==> src/rtl/temp_seg7_scan_pkg.sv <==
// -----------------------------------------------------------------------------
// temp_seg7_pkg
//   Shared constants for the temperature 7-segment scanner:
//   - active-high segment codes (bit0..bit6 = a..g) for numerals, 'E',
//     minus and blank, plus the decimal-point bit position in the 8-bit
//     seg bus;
//   - digit slot indices (slot 0 is the rightmost digit);
//   - the per-slot scan state type.
// -----------------------------------------------------------------------------
package temp_seg7_pkg;

    // Segment codes, active-high, a = bit0 .. g = bit6.
    localparam logic [6:0] SEG_0     = 7'h3F;
    localparam logic [6:0] SEG_1     = 7'h06;
    localparam logic [6:0] SEG_2     = 7'h5B;
    localparam logic [6:0] SEG_3     = 7'h4F;
    localparam logic [6:0] SEG_4     = 7'h66;
    localparam logic [6:0] SEG_5     = 7'h6D;
    localparam logic [6:0] SEG_6     = 7'h7D;
    localparam logic [6:0] SEG_7     = 7'h07;
    localparam logic [6:0] SEG_8     = 7'h7F;
    localparam logic [6:0] SEG_9     = 7'h6F;
    localparam logic [6:0] SEG_E     = 7'h79;
    localparam logic [6:0] SEG_MINUS = 7'h40;
    localparam logic [6:0] SEG_BLANK = 7'h00;

    // Decimal point position on the 8-bit seg bus.
    localparam int SEG_DP_BIT = 7;

    // Digit slot indices; slot n drives dig[n].
    localparam logic [1:0] IDX_TENTHS = 2'd0;
    localparam logic [1:0] IDX_UNITS  = 2'd1;
    localparam logic [1:0] IDX_TENS   = 2'd2;
    localparam logic [1:0] IDX_SIGN   = 2'd3;

    // Within each slot: dead time first, then the digit is driven.
    typedef enum logic {
        ST_BLANK = 1'b0,
        ST_DRIVE = 1'b1
    } scan_state_e;

endpackage : temp_seg7_pkg

==> src/rtl/temp_seg7_scan_seg7_encode.sv <==
// -----------------------------------------------------------------------------
// seg7_encode
//   Combinational nibble -> 7-segment decoder (active-high).
//   Nibbles 10..15 are not valid packed digits and display as 'E' so an
//   overflowed upstream digit is visible rather than silently wrong.
//
// Ports:
//   nibble  in  [3:0]  packed decimal digit
//   code    out [6:0]  segments a..g (bit0..bit6), active-high
// -----------------------------------------------------------------------------
module seg7_encode
    import temp_seg7_pkg::*;
(
    input  logic [3:0] nibble,
    output logic [6:0] code
);

    always_comb begin
        code = SEG_E;
        case (nibble)
            4'd0:    code = SEG_0;
            4'd1:    code = SEG_1;
            4'd2:    code = SEG_2;
            4'd3:    code = SEG_3;
            4'd4:    code = SEG_4;
            4'd5:    code = SEG_5;
            4'd6:    code = SEG_6;
            4'd7:    code = SEG_7;
            4'd8:    code = SEG_8;
            4'd9:    code = SEG_9;
            default: code = SEG_E;
        endcase
    end

endmodule : seg7_encode

==> src/rtl/temp_seg7_scan.sv <==
// -----------------------------------------------------------------------------
// temp_seg7_scan
//   Time-multiplexes a packed temperature word (sign, tens, units, tenths)
//   onto a 4-digit common-anode 7-segment display.
//
//   A slot counter (cnt) runs 0..SLOT_CYCLES-1; at each wrap the digit
//   index (idx) advances 0..3. Each slot opens with BLANK_CYCLES of dead
//   time (everything off) to stop ghosting, then drives one digit. The
//   input word is snapshotted once per frame, at the very last cycle of
//   the sign slot, so a frame always shows one consistent value.
//   seg, dig and frame_tick are registered and lag cnt/idx by one clock.
//
// Ports:
//   clk          in       system clock
//   rst          in       synchronous, active-high reset
//   temperature  in  [15:0] [15:12] sign, [11:8] tens, [7:4] units, [3:0] tenths
//   seg          out [7:0]  bit0..6 = a..g, bit7 = dp; inverted if SEG_ACTIVE_LOW
//   dig          out [3:0]  dig[0] tenths .. dig[3] sign; inverted if DIG_ACTIVE_LOW
//   frame_tick   out        one-cycle pulse on the cycle after the snapshot reload
// -----------------------------------------------------------------------------
module temp_seg7_scan
    import temp_seg7_pkg::*;
#(
    parameter int CLK_FREQ_HZ    = 50000000,
    parameter int SCAN_HZ        = 1000,
    parameter int BLANK_CYCLES   = 500,
    parameter bit SEG_ACTIVE_LOW = 1'b1,
    parameter bit DIG_ACTIVE_LOW = 1'b1
) (
    input  logic        clk,
    input  logic        rst,
    input  logic [15:0] temperature,
    output logic [7:0]  seg,
    output logic [3:0]  dig,
    output logic        frame_tick
);

    localparam int SLOT_CYCLES = CLK_FREQ_HZ / SCAN_HZ;
    localparam int CNT_W       = $clog2(SLOT_CYCLES);

    localparam logic [CNT_W-1:0] CNT_LAST  = CNT_W'(SLOT_CYCLES - 1);
    localparam logic [CNT_W-1:0] BLANK_END = CNT_W'(BLANK_CYCLES);

    // XOR masks: the "all off" pattern doubles as the polarity inversion.
    localparam logic [7:0] SEG_OFF = SEG_ACTIVE_LOW ? 8'hFF : 8'h00;
    localparam logic [3:0] DIG_OFF = DIG_ACTIVE_LOW ? 4'hF  : 4'h0;

    // cnt resets to 0, which is a blank cycle unless the dead time is zero.
    localparam scan_state_e RESET_STATE = (BLANK_CYCLES != 0) ? ST_BLANK : ST_DRIVE;

    // ---------------------------------------------------------------------
    // State
    // ---------------------------------------------------------------------
    logic [CNT_W-1:0] cnt_q, cnt_d;
    logic [1:0]       idx_q, idx_d;
    logic [15:0]      snap_q, snap_d;
    scan_state_e      state_q, state_d;
    logic [7:0]       seg_q, seg_d;
    logic [3:0]       dig_q, dig_d;
    logic             frame_tick_q, frame_tick_d;

    logic             slot_end;
    logic             frame_end;
    logic [3:0]       enc_nibble;
    logic [6:0]       enc_code;
    logic [7:0]       digit_code;

    // ---------------------------------------------------------------------
    // Process 1: state register
    // ---------------------------------------------------------------------
    always_ff @(posedge clk) begin
        if (rst) begin
            cnt_q        <= '0;
            idx_q        <= IDX_TENTHS;
            snap_q       <= 16'h0000;
            state_q      <= RESET_STATE;
            seg_q        <= SEG_OFF;
            dig_q        <= DIG_OFF;
            frame_tick_q <= 1'b0;
        end else begin
            cnt_q        <= cnt_d;
            idx_q        <= idx_d;
            snap_q       <= snap_d;
            state_q      <= state_d;
            seg_q        <= seg_d;
            dig_q        <= dig_d;
            frame_tick_q <= frame_tick_d;
        end
    end

    // ---------------------------------------------------------------------
    // Process 2: next-state logic (counter, index, snapshot, slot phase)
    // ---------------------------------------------------------------------
    always_comb begin
        slot_end  = (cnt_q == CNT_LAST);
        frame_end = slot_end && (idx_q == IDX_SIGN);

        cnt_d        = slot_end ? '0 : cnt_q + 1'b1;
        idx_d        = slot_end ? idx_q + 2'd1 : idx_q;
        snap_d       = frame_end ? temperature : snap_q;
        frame_tick_d = frame_end;

        // Phase follows the counter value it will hold next cycle, so
        // state_q always agrees with cnt_q.
        if ((BLANK_CYCLES != 0) && (cnt_d < BLANK_END)) begin
            state_d = ST_BLANK;
        end else begin
            state_d = ST_DRIVE;
        end
    end

    // ---------------------------------------------------------------------
    // Digit selection and encoding (single shared decoder)
    // ---------------------------------------------------------------------
    always_comb begin
        enc_nibble = snap_q[3:0];
        case (idx_q)
            IDX_TENTHS: enc_nibble = snap_q[3:0];
            IDX_UNITS:  enc_nibble = snap_q[7:4];
            IDX_TENS:   enc_nibble = snap_q[11:8];
            default:    enc_nibble = snap_q[15:12];
        endcase
    end

    seg7_encode u_encode (
        .nibble (enc_nibble),
        .code   (enc_code)
    );

    always_comb begin
        digit_code = {1'b0, SEG_BLANK};
        case (idx_q)
            IDX_TENTHS: digit_code = {1'b0, enc_code};
            // Units carries the decimal point: "23.5".
            IDX_UNITS:  digit_code = {1'b1, enc_code};
            // Leading-zero blanking on the tens digit.
            IDX_TENS:   digit_code = (snap_q[11:8] == 4'd0) ? {1'b0, SEG_BLANK}
                                                            : {1'b0, enc_code};
            // Sign nibble is a flag, not a numeral: 0 blank, 1 minus, else 'E'.
            default: begin
                if (snap_q[15:12] == 4'd0) begin
                    digit_code = {1'b0, SEG_BLANK};
                end else if (snap_q[15:12] == 4'd1) begin
                    digit_code = {1'b0, SEG_MINUS};
                end else begin
                    digit_code = {1'b0, SEG_E};
                end
            end
        endcase
    end

    // ---------------------------------------------------------------------
    // Process 3: output logic (registered one clock behind cnt/idx)
    // ---------------------------------------------------------------------
    always_comb begin
        seg_d = SEG_OFF;
        dig_d = DIG_OFF;
        if (state_q == ST_DRIVE) begin
            seg_d = digit_code ^ SEG_OFF;
            dig_d = (4'b0001 << idx_q) ^ DIG_OFF;
        end
    end

    assign seg        = seg_q;
    assign dig        = dig_q;
    assign frame_tick = frame_tick_q;

endmodule : temp_seg7_scan

==> config.mk <==
export PLATFORM = sky130hd
export DESIGN_NAME = temp_seg7_scan
export DESIGN_NICKNAME = d
export VERILOG_FILES = /design/src/rtl/temp_seg7_scan_pkg.sv /design/src/rtl/temp_seg7_scan_seg7_encode.sv /design/src/rtl/temp_seg7_scan.sv
export SDC_FILE = /design/constraint.sdc
export NUM_CORES = 1
export LEC_CHECK = 0
export CAP_MARGIN = 20
export CELL_PAD_IN_SITES_DETAIL_PLACEMENT = 1
export CELL_PAD_IN_SITES_GLOBAL_PLACEMENT = 1
export CORE_AREA = 2 2 84 118
export CTS_CLUSTER_SIZE = 14
export DETAILED_ROUTE_END_ITERATION = 6
export DIE_AREA = 0 0 86 120
export PLACE_DENSITY = 0.48
export SYNTH_ARGS = -nofsm -noshare
export SYNTH_HDL_FRONTEND = slang
export SYNTH_SLANG_ARGS = --single-unit
==> constraint.sdc <==
create_clock -name clk -period 4 [get_ports clk]
set_input_delay 1 -clock clk [delete_from_list [all_inputs] [get_ports clk]]
set_output_delay 1 -clock clk [all_outputs]
set_load 0.1 [all_outputs]
==> summary.txt, run 1 <==
Power
  – Int Pwr: approximately 790 uW
  – Combinational share of power: under 10%
  – Seq pwr share: roughly 48%
  – Clk pwr share: approximately half
  – Net switching power: slightly above 200 uW
  – P per Cell Area: 352.3 nW/um2
  – Max VDD drop: ~0.13 mV
  – Leak Pwr: 0.001183 uW
  – Net Sw Frac: a little over a fifth

Worst setup path
  – Critical Path RT: around 3.0 ns
  – CP Launch Point: dig[1]$_SDFF_PP1_
  – Max incr delay on CP: about 1.1 ns
  – Worst Path Arrival: 1.75 ns
  – Flop2flop setup slack: roughly 1.4 ns
  – Startpoint types: flip-flop
  – CP max stage cell: clkdlybuf4s50_1
  – CP bufs+invs: 1
  – R2R depth: 7
  – Max FO, Critical Path: 2
  – Crit. End Element: primary output
  – Crit-path leading delay family: buffers and inverters
  – Reg2reg start: idx_q[0]$_SDFFE_PP0N_
  – R2R Path End: seg[1]$_SDFF_PP1_
  – Cells along the critical path: clkdlybuf4s50_1
  – Critical path type: flip-flop to primary output

GRT
  – Vias in the first global route: between 1500 and 2000
  – First-pass GRT wire length: between 9 and 10 mm
  – Initial antenna violation count: 0
  – Gr usage total: about 12%
  – Total grt overflow: 0
  – Largest net degree at the start of global routing: 26

Cells and area
  – Layout fillers: around 1100
  – Seq. cell area: 940.9 um2
  – Diode count: 0
  – Layout cell share with drive strength beyond 1: between 6 and 7%
  – Area added between synthesis and finish: 24.82%
  – Fin nets: between 300 and 400
  – Fin util: between 30% and 40%
  – Multi-input logic area: roughly 1200 um2

Timing
  – Rel. slew slack: about a third
  – Slew @ Worst Pin: 0.9798 ns
  – Hold slack final: roughly 0.49 ns
  – Total Negative Setup Slacks: 0 ns
  – Fmax: 363.5 MHz
  – Clock Skew: roughly 0.011 ns
  – Final Critical Period: between 2 and 3 ns
  – Final Hold Fails: 0
  – RSZ-0062 raised after global routing: false
  – Period utilization: slightly below 70%
  – Final setup violation count: 0
  – Max Transition Viols Final: 0

Logic synthesis
  – Post-synthesis async set-or-reset flop share: 0%
  – Synth area leader: dfxtp_1
  – Post-synth EDFFs: 0
  – Cells after Synth: 248
  – Synthesized Nets: roughly 270
  – Mapped Area: 2258 um2
  – Ys Warns: 0
  – #FFs+latches synth: between 40 and 50
  – Area contributors post-synth: dfxtp_1 (42%), mux2i_1 (8.0%), nor2_1 (6.1%)
  – Synth Area per Inst: about 9.1 um2
  – Sequential area share after synthesis: 41.66%
  – Netlist cell types: between 50 and 60
  – Dominant synthesized flop cell: dfxtp_1
  – Share of the synthesized area in the top cell type: between 40% and 50%

Clock network
  – CTS resizes: 0
  – Clock transition at path regs: approximately 0.070 ns
  – Cts bufs inserted: 5
  – Root Buffer: clkbuf_16
  – Worst-skew pair later-pin latency: 0.29 ns
  – Setup Buffers After CTS: 0
  – CTS Hold Bufs: 0
  – Clock Path Buffers: 2
  – CTS HTree Levels: 2
  – CTS tree: built
  – Clock sinks: 47

Floorplanning
  – Core Region: just over 9000 um2
  – DIE WIDTH: around 86 um
  – Total Die Area: between 10000 and 15000 um2
  – Row count: 42
  – Initial Utilization: roughly 24%
  – Die height: 120 um
  – I/O pins: 31

Placement
  – HPWL Detailed: around 4.5 mm
  – I/O Buffers: 30
  – Placer Congestion: around 0.74

Min path
  – Hold-critical path depth: 1
  – Min-Delay Path Class: flip-flop to flip-flop
  – Hold Crit Start: cnt_q[0]$_SDFF_PP0_
  – Worst hold path endpoint: cnt_q[0]$_SDFF_PP0_

Detailed routing
  – DR pass1 iterations: 4
  – DRT iter0 DRCs: 61
  – DRC viols: 0
  – Via-to-Cell Ratio: 4.759
  – WL/cell: 15.60 um
  – Routed wire length: about 6 mm
  – Via count: around 1800
  – Post-DRT Antenna Nets: 0

Status
  – Outcome: complete, no violations

Flow run
  – Max Cap Violations: 0
-- placed cells by master (no fill, tap or decap), drive strengths merged, types with 2 or more instances in the layout --
cell type       n
nand3           7
nor2           37
or3             2
clkbuf          5
o21ai          12
a22oi           3
ha              8
dfxtp          47
and2            2
or4             3
xnor2           6
xor2            8
and4            3
or4b            2
a21oi           6
nand4           6
mux2            3
nor3            5
a31oi           3
nor4            2
nor2b           2
nand2b          4
clkdlybuf4s50  30
a222oi          3
a211oi          2
nand2          17
inv            12
mux2i          18
-- cell usage after synthesis (all sizes together) (2+ instances only) --
cell type	n
nor2b	2
o21ai	12
and4	3
nor3	5
a21oi	6
or4b	2
a22oi	3
a211oi	2
nand2	17
clkbuf	8
xnor2	6
a31oi	3
xor2	8
mux2i	18
or3	2
nor4	2
ha	8
a222oi	3
mux2	3
nand3	7
dfxtp	47
inv	11
buf	3
and2	2
or4	3
nand4	6
nand2b	4
nor2	37
-- through the flow --
step                      power (uW)  instance area (um2)  setup WS [ns]  cells
after floorplan                494.7                 2258          1.644    248
after global placement         516.8                 2648          1.426    378
after detailed placement       517.4                 2648          1.459    378
after CTS                       1016                 2819          1.223    386
after global routing            1036                 2819          1.207    386
final                          993.2                 2819          1.249    386
-- routing by layer --
metal,vias to the layer above,track usage (%),wire length [um]
li1,930,-,-
met1,879,14.12,2512
met5,-,0,0
met3,7,2.201,158
met2,21,22.67,3271
met4,0,3.571,78
-- kinds of logic after synthesis --
logic type / after synthesis / share of synthesized area [%]
xor+xnor: 14 / 5.429
fa+ha+maj: 8 / 4.432
compound gates: 40 / 12.30
buf+inv: 22 / 4.321
simple gates: 96 / 22.38
mux: 21 / 9.473
flops: 47 / 41.66
-- power by group through the flow --
stage | clock [uW] | combinational [uW] | sequential, uW
detailed placement | 0 | 32.7 | 485
floorplan | 0 | 11.9 | 483
finish | 488 | 31.8 | 474
global route | 526 | 34.8 | 475
global placement | 0 | 32.3 | 485
CTS | 510 | 33.0 | 474
-- sequential cells by signal (all words and copies together), names as in the netlist --
register    flops
snap_q         16
seg             7
state_q         1
dig             4
cnt_q          16
idx_q           2
frame_tick      1
-- worst max-delay path by stage --
| stage | slack [ns] | cells past startpoint | end |
|---|---|---|---|
| final | 1.25 | 1 | dig[1] |
| after global routing | 1.21 | 1 | seg[4] |
| after CTS | 1.22 | 1 | seg[4] |
| after detailed placement | 1.46 | 6 | seg[4]$_SDFF_PP1_ |
| after global placement | 1.43 | 7 | seg[1]$_SDFF_PP1_ |
| after floorplan | 1.64 | 1 | seg[7] |
-- final cells by class --
| cell class | count | share of cell area [%] |
|---|---|---|
| tap | 110 | 4.882 |
| inverter | 11 | 1.465 |
| clock inverter | 3 | 1.642 |
| timing repair buffer | 31 | 10.92 |
| clock buffer | 5 | 4.439 |
| multi-input combinational | 179 | 43.28 |
| sequential | 47 | 33.38 |
No activity file was read; power rests on OpenSTA's default activity.
==> run 2, diff against run 1 <==
- PLACE_DENSITY: 0.48 -> 0.5
- clock period: 4 -> 2.3 ns (I/O delays scaled with it)
==> run 2 against run 1 <==
Setup slack got worse by 1.1 ns. Design area rose by 5.3%. Clock skew fell by 0.0069 ns. Via count rose by 6.0%.
==> summary.txt, run 2 (same netlist as run 1, synthesis figures left out) <==
Detailed routing
  – DRT iter0 DRCs: 50 (-18%)
  – Via count: 1948 (+6.0%)
  – Routed wire length: 6.180 mm (+2.7%)
  – Via-to-Cell Ratio: 4.810 (+1.1%)
  – Post-DRT Antenna Nets: 0 (unchanged)
  – DR pass1 iterations: 4 (unchanged)
  – DRC viols: 0 (unchanged)
  – WL/cell: 15.26 um (-2.2%)

Timing
  – Final Hold Fails: 0 (unchanged)
  – Total Negative Setup Slacks: 0 ns (unchanged)
  – Slew @ Worst Pin: 0.4981 ns (-0.4817 ns)
  – Final Critical Period: around 2.2 ns
  – Final setup violation count: 0 (unchanged)
  – Period utilization: 94.25%
  – RSZ-0062 raised after global routing: false
  – Fmax: approximately 460 MHz
  – Clock Skew: 0.004533 ns (-0.006853 ns)
  – Min setup slack post-route: 0.1323 ns (-1.117 ns)
  – Max Transition Viols Final: 0 (unchanged)
  – Rel. slew slack: 66.73% (+32 points)

Flow run
  – Max Cap Violations: 0 (unchanged)

Clock network
  – Cts bufs inserted: 5 (unchanged)
  – CTS tree: built
  – Clock transition at path regs: 0.07 ns (about the same)
  – Worst-skew pair later-pin latency: 0.29 ns (about the same)
  – Root Buffer: clkbuf_16
  – Clock sinks: 47 (unchanged)
  – CTS HTree Levels: 2 (unchanged)
  – CTS Hold Bufs: 0 (unchanged)
  – Clock Path Buffers: 2 (unchanged)

Floorplanning
  – Die height: 120 um (unchanged)
  – Total Die Area: 10320 um2 (unchanged)
  – Row count: 42 (unchanged)
  – I/O pins: 31 (unchanged)
  – Core Region: 9301 um2 (unchanged)
  – Initial Utilization: 24.28% (unchanged)
  – DIE WIDTH: 86 um (unchanged)

Worst setup path
  – R2R depth: 9 (+2)
  – Worst Path Arrival: 2.33 ns (+0.58 ns)
  – Critical Path RT: 2.46 ns (-0.54 ns)
  – Crit. End Element: flip-flop
  – Critical path type: flip-flop to flip-flop
  – Max FO, Critical Path: 4 (+2)
  – Startpoint types: flip-flop

Power
  – Int Pwr: 1367 uW (+74%)
  – Leak Pwr: 0.001285 uW (+8.6%)
  – Net Sw Frac: 20.55% (-0.25 points)
  – Net switching power: 353.8 uW (+71%)
  – Max VDD drop: 0.2170 mV (+63%)
  – P per Cell Area: 579.7 nW/um2 (+65%)
  – Clk pwr share: 48.7% (-0.4 points)
  – Combinational share of power: 3.4% (+0.2 points)
  – Total power draw: 1721 uW (+73%)
  – Seq pwr share: 47.9% (+0.2 points)

Cells and area
  – Fin util: 31.92% (+1.6 points)
  – Cell Count, Final, Fillers Out: 405 (+4.9%)
  – Fin nets: 320 (+6.3%)
  – Most frequent cells in the layout: dfxtp_1 (46), nor2_1 (37), buf_4 (32)
  – Layout cell share with drive strength beyond 1: 19.66% (+13 points)
  – Diode count: 0 (unchanged)
  – Layout fillers: 1086 (-0.28%)
  – Commonest non-fill, non-tap cell in the layout: dfxtp_1
  – Multi-input logic area: 1249 um2 (+2.4%)
  – Area added between synthesis and finish: 31.47%
  – Seq. cell area: 942.2 um2 (+0.13%)

GRT
  – Initial antenna violation count: 0 (unchanged)
  – First-pass GRT wire length: 10.13 mm (+1.4%)
  – Vias in the first global route: 2033 (+7.5%)
  – Gr usage total: 12.63% (+0.34 points)
  – Total grt overflow: 0 (unchanged)
  – Largest net degree at the start of global routing: 25 (-3.8%)

Placement
  – Placed Cells incl. Taps: 395 (+4.5%)
  – Placer Congestion: 0.8012 (+8.0%)
  – HPWL Detailed: 4.737 mm (+5.4%)
  – Dpl ws: 0.04327 ns (-1.416 ns)
  – I/O Buffers: 30 (unchanged)

Min path
  – Min-Delay Path Class: flip-flop to flip-flop
  – Hold-critical path depth: 1 (unchanged)

Status
  – Outcome: complete, no violations
## run 2: cell count changes in the layout (fill, tap and decap cells not counted), sizes merged
cell,change
clkdlybuf4s50,-13
clkinv,+2
buf,+32
clkinvlp,-1
inv,-1
## run 2: repair_timing
| item | in CTS | in global routing |
|---|---|---|
| resized for setup | 0 | 8 |
| setup buffers | 0 | 2 |
| endpoints found under the setup margin | 0 | 9 |
## run 2: worst paths after layout
kind	from	to	slack, ns
worst min-delay path	cnt_q[0]$_SDFF_PP0_	cnt_q[0]$_SDFF_PP0_	0.48
worst min register to register	cnt_q[0]$_SDFF_PP0_	cnt_q[0]$_SDFF_PP0_	0.48
worst max register to register	idx_q[0]$_SDFFE_PP0N_	seg[5]$_SDFF_PP1_	0.13
worst max-delay path	idx_q[0]$_SDFFE_PP0N_	seg[5]$_SDFF_PP1_	0.13
## run 2: worst max-delay path, stage by stage (launching register included)
cell	delay [ns]
dfxtp_2	0.34
inv_1	0.06
ha_2	0.21
a222oi_1	0.40
mux2_2	0.25
inv_1	0.07
ha_1	0.18
or2_2	0.30
a31oi_1	0.15
o21ai_0	0.08
## run 2: per-layer routing
| metal | part of all wire (%) | wire, um | vias up | global-route usage, % |
|---|---|---|---|---|
| met5 | 0 | 0 | - | 0 |
| met4 | 2.3 | 141 | 0 | 4.861 |
| met3 | 2.7 | 164 | 10 | 2.407 |
| met2 | 57 | 3501 | 28 | 24.76 |
| met1 | 38 | 2374 | 941 | 12.63 |
| li1 | - | - | 969 | - |
## run 2: power by group through the flow
stage / Combinational (uW) / Clock [uW] / Sequential (uW)
2_1_floorplan: 20.7 / 0 / 840
3_3_place_gp: 60.6 / 0 / 843
3_5_place_dp: 60.9 / 0 / 843
4_1_cts: 61.2 / 870 / 824
5_1_grt: 64.4 / 898 / 824
6_report: 59.1 / 838 / 824
## run 2: area by class of cell
type | count | area share (%)
multi-input cells | 179 | 42.06
flip-flops and latches | 47 | 31.73
repair buffers | 50 | 14.50
well taps | 110 | 4.635
clock buffers | 5 | 4.214
clock inverters | 3 | 1.475
inverters | 11 | 1.391
## run 2: through the flow
step / hold slack [ns] / cell area (um2)
6_report: 0.4828 / 2969
2_1_floorplan: 0.4445 / 2258
4_1_cts: 0.4898 / 2924
5_1_grt: 0.5326 / 2969
3_3_place_gp: 0.4688 / 2755
3_5_place_dp: 0.4762 / 2755
==> run 3, diff against run 2 <==
- CELL_PAD_IN_SITES_DETAIL_PLACEMENT: 1 -> 0
==> run 3 against run 2 <==
Combinational power hardly changed. First-iteration DRC count increased by 62%. Via count decreased by 1.5%. Non-clock buffer count is 2 lower. Power hardly changed. Sequential power about the same. Critical path type unchanged. Clock skew grew 0.0015 ns. Hold slack better by 0.0047 ns. Register-to-register slack about the same. Wire length shrank 3.7%. Core utilization shrank 0.054 points. Final cell count fell by 0.49%.
==> summary.txt, run 3 (same netlist as run 1, synthesis figures left out) <==
Worst setup path
  – R2R depth: 9 (unchanged)
  – Critical path type: flip-flop to flip-flop
  – Critical Path RT: 2.46 ns (about the same)
  – CP max stage cell: a222oi_1
  – Max incr delay on CP: 0.41 ns (about the same)
  – Max FO, Critical Path: 4 (unchanged)
  – Crit. End Element: flip-flop
  – Cells along the critical path: inv_2, ha_4, a222oi_1, mux2_2, inv_1, ha_1, or2_2, a31oi_1, o21ai_0
  – Worst Path Arrival: 2.32 ns (about the same)
  – Startpoint types: flip-flop

Clock network
  – Cts bufs inserted: 5 (unchanged)
  – Worst-skew pair later-pin latency: 0.29 ns (about the same)
  – Setup Buffers After CTS: 0 (unchanged)
  – Clock transition at path regs: 0.07 ns (about the same)
  – Clock Path Buffers: 2 (unchanged)
  – CTS Hold Bufs: 0 (unchanged)
  – Root Buffer: clkbuf_16
  – Clock sinks: 47 (unchanged)
  – CTS HTree Levels: 2 (unchanged)
  – CTS tree: built

Placement
  – I/O Buffers: 30 (unchanged)
  – Placer Congestion: 0.8012 (unchanged)
  – HPWL Detailed: 4.489 mm (-5.2%)

Timing
  – Slew @ Worst Pin: 0.4923 ns (-0.005778 ns)
  – Final setup violation count: 0 (unchanged)
  – Fmax: 462.2 MHz (+0.19%)
  – Rel. slew slack: 67.12% (+0.39 points)
  – Final Critical Period: 2.164 ns (-0.004151 ns)
  – Total Negative Setup Slacks: 0 ns (unchanged)
  – Period utilization: 94.07% (-0.18 points)
  – Clock Skew: 0.006083 ns (+0.001550 ns)
  – Max Transition Viols Final: 0 (unchanged)
  – Final Hold Fails: 0 (unchanged)

Cells and area
  – Layout cell share with drive strength beyond 1: 19.45% (-0.21 points)
  – Commonest non-fill, non-tap cell in the layout: dfxtp_1
  – Diode count: 0 (unchanged)
  – Fin nets: 318 (-0.63%)
  – Area added between synthesis and finish: 31.25%
  – Most frequent cells in the layout: dfxtp_1 (46), nor2_1 (37), buf_4 (30)

Power
  – Leak Pwr: 0.001283 uW (-0.19%)
  – Total power draw: 1720 uW (about the same)
  – Max VDD drop: 0.3581 mV (+65%)
  – P per Cell Area: 580.4 nW/um2 (+0.11%)

GRT
  – First-pass GRT wire length: 9.625 mm (-5.0%)
  – Vias in the first global route: 1876 (-7.7%)
  – Total grt overflow: 0 (unchanged)
  – Gr usage total: 12.07% (-0.56 points)
  – Initial antenna violation count: 0 (unchanged)
  – Largest net degree at the start of global routing: 25 (unchanged)

Detailed routing
  – WL/cell: 14.77 um (-3.2%)
  – DR pass1 iterations: 4 (unchanged)
  – Via count: 1919 (-1.5%)
  – Routed wire length: 5.952 mm (-3.7%)
  – DRT iter0 DRCs: 81 (+62%)
  – Via-to-Cell Ratio: 4.762 (-1.0%)
  – Post-DRT Antenna Nets: 0 (unchanged)
  – DRC viols: 0 (unchanged)

Status
  – Outcome: complete, no violations

Min path
  – Hold-critical path depth: 1 (unchanged)
  – Min-Delay Path Class: flip-flop to flip-flop

Floorplanning
  – Total Die Area: 10320 um2 (unchanged)
  – I/O pins: 31 (unchanged)
  – DIE WIDTH: 86 um (unchanged)
  – Row count: 42 (unchanged)
  – Core Region: 9301 um2 (unchanged)
  – Die height: 120 um (unchanged)
  – Initial Utilization: 24.28% (unchanged)

Flow run
  – Max Cap Violations: 0 (unchanged)
==> run 3: worst paths after layout <==
check                             start             endpoint  slack, ns
setup / recovery  idx_q[0]$_SDFFE_PP0N_    seg[5]$_SDFF_PP1_       0.14
hold / removal      cnt_q[0]$_SDFF_PP0_  cnt_q[0]$_SDFF_PP0_       0.49
setup reg to reg  idx_q[0]$_SDFFE_PP0N_    seg[5]$_SDFF_PP1_       0.14
hold reg to reg     cnt_q[0]$_SDFF_PP0_  cnt_q[0]$_SDFF_PP0_       0.49
==> run 3: worst max-delay path, delay by kind of cell (launching register included) <==
| kind | cells | cell delay (ns) |
|---|---|---|
| buf+inv | 2 | 0.12 |
| compound gates | 3 | 0.64 |
| mux | 1 | 0.25 |
| simple gates | 1 | 0.30 |
| flops | 1 | 0.37 |
| fa+ha+maj | 2 | 0.35 |
==> run 3: metrics by stage <==
stage	std cells	cell area [um2]	util, %	hold WS [ns]	setup slack (ns)
floorplan	248	2258	-	0.4445	0.09090
global placement	395	2755	29.62	0.4688	0.1232
detailed placement	395	2755	29.62	0.4737	0.02786
CTS	403	2924	31.44	0.4902	0.0009133
global route	403	2964	31.87	0.5421	-0.02664
finish	403	2964	31.87	0.4875	0.1364
==> run 3: routing by layer <==
metal,vias to the layer above,wire [um],GRT usage [%]
li1,967,-,-
met1,916,2391,12.96
met2,28,3267,22.82
met3,8,183,2.476
met4,0,110,4.067
met5,-,0,0
==> run 3: power breakdown <==
part | internal (uW) | switching [uW] | total, uW | leakage (uW)
Sequential | 817 | 6.44 | 823 | 0.000380
Combinational | 36.5 | 22.6 | 59.1 | 0.000819
Clock | 513 | 325 | 838 | 0.0000838
Total | 1370 | 354 | 1720 | 0.00128
==> run 3: timing repair <==
action	CTS	global route
endpoints found under the hold margin	0	0
resized for setup	0	12
endpoints found under the setup margin	0	6
==> run 3: area by class of cell <==
type	count	area [um2]
well taps	110	137.6
fillers	995	6337
multi-input cells	179	1256
clock buffers	5	125.1
repair buffers	48	415.4
clock inverters	3	43.79
inverters	11	41.29
flip-flops and latches	47	944.7
